### src/rtl/clock_pkg.sv
// rtl/clock_pkg.sv - shared widths, limits, state encoding and field helpers for clock_set_ctrl
package clock_pkg;

    localparam int HRS_W = 5;
    localparam int MS_W  = 6;

    localparam logic [HRS_W-1:0] MAX_HRS = 5'd23;
    localparam logic [MS_W-1:0]  MAX_MS  = 6'd59;

    // Encoding is visible on set_mode, so the values are fixed.
    typedef enum logic [1:0] {
        RUN     = 2'd0,
        SET_HRS = 2'd1,
        SET_MIN = 2'd2,
        SET_SEC = 2'd3
    } state_t;

    // Increment with wrap at the field maximum.
    function automatic logic [HRS_W-1:0] inc_hrs(input logic [HRS_W-1:0] v);
        return (v == MAX_HRS) ? '0 : v + 1'b1;
    endfunction

    function automatic logic [MS_W-1:0] inc_ms(input logic [MS_W-1:0] v);
        return (v == MAX_MS) ? '0 : v + 1'b1;
    endfunction

    // Out-of-range live values are replaced by 0 on capture.
    function automatic logic [HRS_W-1:0] clamp_hrs(input logic [HRS_W-1:0] v);
        return (v > MAX_HRS) ? '0 : v;
    endfunction

    function automatic logic [MS_W-1:0] clamp_ms(input logic [MS_W-1:0] v);
        return (v > MAX_MS) ? '0 : v;
    endfunction

endpackage

### src/rtl/clock_set_ctrl_tick_prescaler.sv
// rtl/clock_set_ctrl_tick_prescaler.sv - one-second tick generator
//
// Ports:
//   clk, rst : rising-edge clock, asynchronous active-high reset
//   en       : advance the count this cycle
//   clr      : force count to 0 and suppress tick (dominates en)
//   tick     : registered one-cycle pulse, once every TICK_DIV enabled cycles
module tick_prescaler #(
    parameter int TICK_DIV = 1000
) (
    input  logic clk,
    input  logic rst,
    input  logic en,
    input  logic clr,
    output logic tick
);

    localparam int CW = (TICK_DIV > 2) ? $clog2(TICK_DIV) : 1;
    localparam logic [CW-1:0] LAST = CW'(TICK_DIV - 1);

    logic [CW-1:0] cnt;

    always_ff @(posedge clk or posedge rst) begin
        if (rst) begin
            cnt  <= '0;
            tick <= 1'b0;
        end else if (clr) begin
            cnt  <= '0;
            tick <= 1'b0;
        end else if (en) begin
            if (cnt == LAST) begin
                cnt  <= '0;
                tick <= 1'b1;
            end else begin
                cnt  <= cnt + 1'b1;
                tick <= 1'b0;
            end
        end else begin
            tick <= 1'b0;
        end
    end

endmodule

### src/rtl/clock_set_ctrl.sv
// rtl/clock_set_ctrl.sv - time-set FSM, edit registers and load strobe for the digital clock
//
// Ports:
//   clk, rst                     : rising-edge clock, asynchronous active-high reset
//   mode_btn, inc_btn, cancel_btn: single-cycle button pulses (cancel > mode > inc)
//   cur_hrs, cur_min, cur_sec    : live time from the counter datapath
//   sec_tick                     : one-second count enable to the datapath
//   load_en                      : one-cycle parallel-load strobe on commit
//   load_hrs, load_min, load_sec : edit registers, valid when load_en = 1
//   set_mode                     : current state (0 RUN, 1 HRS, 2 MIN, 3 SEC)
module clock_set_ctrl
    import clock_pkg::*;
#(
    parameter int TICK_DIV = 1000
) (
    input  logic             clk,
    input  logic             rst,
    input  logic             mode_btn,
    input  logic             inc_btn,
    input  logic             cancel_btn,
    input  logic [HRS_W-1:0] cur_hrs,
    input  logic [MS_W-1:0]  cur_min,
    input  logic [MS_W-1:0]  cur_sec,
    output logic             sec_tick,
    output logic             load_en,
    output logic [HRS_W-1:0] load_hrs,
    output logic [MS_W-1:0]  load_min,
    output logic [MS_W-1:0]  load_sec,
    output logic [1:0]       set_mode
);

    state_t           state, next_state;
    logic [HRS_W-1:0] edit_hrs, next_hrs;
    logic [MS_W-1:0]  edit_min, next_min;
    logic [MS_W-1:0]  edit_sec, next_sec;
    logic             load_q, next_load;
    logic             stay_run;

    always_ff @(posedge clk or posedge rst) begin
        if (rst) begin
            state    <= RUN;
            edit_hrs <= '0;
            edit_min <= '0;
            edit_sec <= '0;
            load_q   <= 1'b0;
        end else begin
            state    <= next_state;
            edit_hrs <= next_hrs;
            edit_min <= next_min;
            edit_sec <= next_sec;
            load_q   <= next_load;
        end
    end

    always_comb begin
        next_state = state;
        next_hrs   = edit_hrs;
        next_min   = edit_min;
        next_sec   = edit_sec;
        next_load  = 1'b0;

        case (state)
            RUN: begin
                // inc/cancel have no meaning here and are dropped.
                if (mode_btn) begin
                    next_state = SET_HRS;
                    next_hrs   = clamp_hrs(cur_hrs);
                    next_min   = clamp_ms(cur_min);
                    next_sec   = clamp_ms(cur_sec);
                end
            end
            SET_HRS: begin
                if (cancel_btn)    next_state = RUN;
                else if (mode_btn) next_state = SET_MIN;
                else if (inc_btn)  next_hrs   = inc_hrs(edit_hrs);
            end
            SET_MIN: begin
                if (cancel_btn)    next_state = RUN;
                else if (mode_btn) next_state = SET_SEC;
                else if (inc_btn)  next_min   = inc_ms(edit_min);
            end
            SET_SEC: begin
                if (cancel_btn) begin
                    next_state = RUN;
                end else if (mode_btn) begin
                    next_state = RUN;
                    next_load  = 1'b1;
                end else if (inc_btn) begin
                    next_sec = inc_ms(edit_sec);
                end
            end
            default: next_state = RUN;
        endcase
    end

    // The prescaler only advances across RUN->RUN edges. Leaving RUN clears
    // it (so no tick lands in the first SET cycle) and entering RUN is also a
    // cleared edge, so the first tick lands exactly TICK_DIV cycles after the
    // return to RUN and can never coincide with load_en.
    assign stay_run = (state == RUN) && (next_state == RUN);

    tick_prescaler #(
        .TICK_DIV(TICK_DIV)
    ) u_prescaler (
        .clk (clk),
        .rst (rst),
        .en  (stay_run),
        .clr (!stay_run),
        .tick(sec_tick)
    );

    assign load_en  = load_q;
    assign load_hrs = edit_hrs;
    assign load_min = edit_min;
    assign load_sec = edit_sec;
    assign set_mode = state;

endmodule

### config.mk
export PLATFORM = sky130hd
export DESIGN_NAME = clock_set_ctrl
export DESIGN_NICKNAME = d
export VERILOG_FILES = /design/src/rtl/clock_pkg.sv /design/src/rtl/clock_set_ctrl_tick_prescaler.sv /design/src/rtl/clock_set_ctrl.sv
export SDC_FILE = /design/constraint.sdc
export NUM_CORES = 1
export LEC_CHECK = 0
export CAP_MARGIN = 10
export CORE_MARGIN = 5
export CORE_UTILIZATION = 54
export DETAILED_ROUTE_END_ITERATION = 7
export PLACE_DENSITY = 0.85
export RECOVER_POWER = 100
export SETUP_SLACK_MARGIN = 0.4
export SYNTH_ARGS = -nofsm -noshare
export SYNTH_HDL_FRONTEND = slang
export SYNTH_HIERARCHICAL = 1
export SYNTH_SLANG_ARGS = --single-unit
### constraint.sdc
create_clock -name clk -period 3.9 [get_ports clk]
set_clock_uncertainty 0.2 [all_clocks]
set_input_delay 0.585 -clock clk [delete_from_list [all_inputs] [get_ports clk]]
set_output_delay 0.585 -clock clk [all_outputs]
set_load 0.03 [all_outputs]
==> results.ini <==
[outcome]
status = finished, final reports clean

[synthesis]
ys_seq_area_share_pct = 41.5
yosysUniqueCellTypes = 54
ys_top_cells_by_area = dfrtp_1, a21oi_1, o21ai_0
ys_warn_count = 6
synth_flop_cell = dfrtp_1
yosys.area.top_type = dfrtp_1
synth_top_area_share_pct = 41.5
avgSynthCellArea_sq_um = 9.43
netlist_area_sq_um = 1870
synth_common_cells = dfrtp_1, nand2_1, inv_1, a21oi_1, o21ai_0
synth.net_count = 224
synth-edff-count = 0
synth-seq-cells = 31
synth_cells = 198
ys_async_sr_fraction_pct = 100
synth_most_common_cell = dfrtp_1

[floorplanning]
ioPinCount = 43
fp.coreArea_sq_um = 3340
floorplan.die_area_sq_um = 4740
fp.dieW_microns = 68.8
initial_core_util_pct = 56.0
die_h_microns = 68.8
fp-row-count = 21

[hold_path]
hp-class = reg -> reg

[layout]
layout.cells.non_filler = 290
final_core_util_pct = 70.3
finalInstanceArea_sq_um = 2350
insertedDiodeCount = 0
nets = 270
drive_gt1_share_pct = 6.15
fillerInstances = 283
area.growth.synth_to_final_pct = 25.7

[clocking]
clock_sink_count = 31
ctsResizeCount = 0
cts-root-buf = clkbuf_4
clk_latency_ns = 0.33
cts_setup_buffers = 0
cts_hold_buf = 0
clockBufferDepth = 2
path_clk_slew_ns = 0.09
cts_inserted_buffers = 5
cts_tree = yes
h-tree-depth = 2

[timing]
max_slew.worst_pin.slew_ns = 0.846
final-setup-viol-count = 0
fin_crit_sh_pct = 71.8
fin_crit_ns = 2.80
finalMaxSlewViolations = 0
rsz0062_at_grt = false
fmax_mhz = 357
relSlewSlack_pct = 43.3
hold_violations = 0
tns_ns = 0

[placed_design]
gp_congestion = 0.885
dp_hpwl_mm = 3.25
dpl_cell_area_sq_um = 2330
dp_cells = 283
port_buffers = 42

[route]
route.detailed.drc = 0
drt_wl_total_mm = 4.32
drt_iter0_drc = 153
ant_nets = 0
first_pass_iters = 4
routedWlPerCell_microns = 14.9
viasPerCell = 5.97
vias = 1730

[power]
sequentialPowerShare_pct = 42.2
p_switching_w = 0.000480
switching_share_pct = 42.1
peakVddDrop_mv = 0.319
p_int_w = 0.000660
leakage_nw = 0.961
clockPowerShare_pct = 16.8
pwr-share-comb_pct = 41.1
pwr_density_cell_nw_per_um2 = 486

[setup_path]
path_class = in -> reg
cp-endpoint = u_prescaler/cnt[8]
startpoint_type = primary input
cp_slowest_cell = dlygate4sd3_1
crit_required_ns = 3.96
cp.arrival_ns = 2.86
cp-startpoint = mode_btn
max_stage_delay_ns = 0.61
reg2reg_to = u_prescaler/cnt[8]
r2r_cells = 5
crit_chain = dlygate4sd3_1, or3_1, inv_1, o211ai_1, or4_1, a21oi_1
path_max_fanout = 10
r2r_start = set_mode[0]
rrSetupSlack_ns = 1.29
critPathCaptureType = flip-flop

[global_route]
grt_max_degree = 21
antenna_found_initial = 0
grt_pass1_vias = 1621
grt_usage_pct = 20.5
grt_pass1_wl_mm = 7.25
grt-ovfl-total = 0

[run]
cap_violations = 0

==> layer usage <==
layer | GRT usage [%] | wire length, microns | vias up
met4 | 8.76 | 70 | 0
li1 | - | - | 860
met5 | 0 | 0 | -
met2 | 33.8 | 2120 | 50
met3 | 5.83 | 237 | 7
met1 | 24.9 | 1890 | 813
==> stage by stage <==
step	setup slack, ns	total power [W]	hold WS (ns)
2_1_floorplan	1.60	0.000780	0.237
3_3_place_gp	1.01	0.000979	0.333
3_5_place_dp	0.980	0.000985	0.335
4_1_cts	1.31	0.00118	0.356
5_1_grt	0.947	0.00121	0.379
6_report	1.10	0.00114	0.352
==> cell usage in the layout, fill, tap and decap left out, types with 4 or more instances in the layout <==
master | netlist | final
dfrtp_1 | 31 | 31
dlygate4sd3_1 | 0 | 24
clkdlybuf4s50_1 | 0 | 18
nand2_1 | 16 | 17
a21oi_1 | 14 | 16
inv_1 | 15 | 15
o21ai_0 | 13 | 13
nand3_1 | 11 | 11
nor2_1 | 11 | 11
o211ai_1 | 5 | 6
clkbuf_4 | 0 | 5
o31ai_1 | 5 | 5
a31oi_1 | 3 | 4
nand4_1 | 4 | 4
ha_1 | 4 | 4
==> how the worst min path moves through the flow <==
stage                     cells past startpoint                from                 end  slack, ns
after floorplan                               1                 rst  u_prescaler/cnt[0]       0.24
after global placement                        2         load_sec[1]         load_sec[1]       0.33
after detailed placement                      2         load_sec[1]         load_sec[1]       0.33
after CTS                                     2                 rst  u_prescaler/cnt[2]       0.36
after global routing                          1  u_prescaler/cnt[3]  u_prescaler/cnt[3]       0.38
final                                         1  u_prescaler/cnt[3]  u_prescaler/cnt[3]       0.35
==> cells by family (layout without fill, tap and decap cells) <==
kind of cell | count (synthesis) | count (layout) | share of synthesized area (%)
AO/OA/AOI/OAI | 70 | 70 | 27.3
adder cells (fa/ha/maj) | 4 | 4 | 2.68
AND/OR/NAND/NOR | 70 | 70 | 21.8
flip-flops | 31 | 31 | 41.5
XOR/XNOR | 3 | 3 | 1.41
multiplexers | 2 | 2 | 1.21
buffers and inverters | 18 | 64 | 4.09
==> power groups by stage <==
stage               registers (W)  logic [W]  clock network (W)
finish                   0.000481   0.000468           0.000191
global route             0.000495   0.000507           0.000210
CTS                      0.000483   0.000501           0.000196
detailed placement       0.000487   0.000499                  0
global placement         0.000489   0.000491                  0
floorplan                0.000588   0.000192                  0
==> registers in the layout, indices dropped and copies added (netlist names) <==
register / cells
u_prescaler/tick: 1
load_hrs: 5
load_min: 6
set_mode: 2
load_en: 1
load_sec: 6
u_prescaler/cnt: 10
==> critical path, delay by kind of cell <==
family                 cells  cell delay [ns]
AOI/OAI and AO/OA          2             0.43
and+or+nand+nor            2             1.04
buffers and inverters      2             0.80
==> layout make-up <==
cell class | count | area, sq um | share of cell area (%)
inverters | 15 | 56.3 | 2.40
clock inverters | 1 | 5.00 | 0.213
clock buffers | 6 | 51.3 | 2.19
flip-flops and latches | 31 | 776 | 33.0
repair buffers | 42 | 420 | 17.9
well taps | 46 | 57.6 | 2.45
multi-input cells | 149 | 981 | 41.8
No activity file was read; power rests on OpenSTA's default activity.
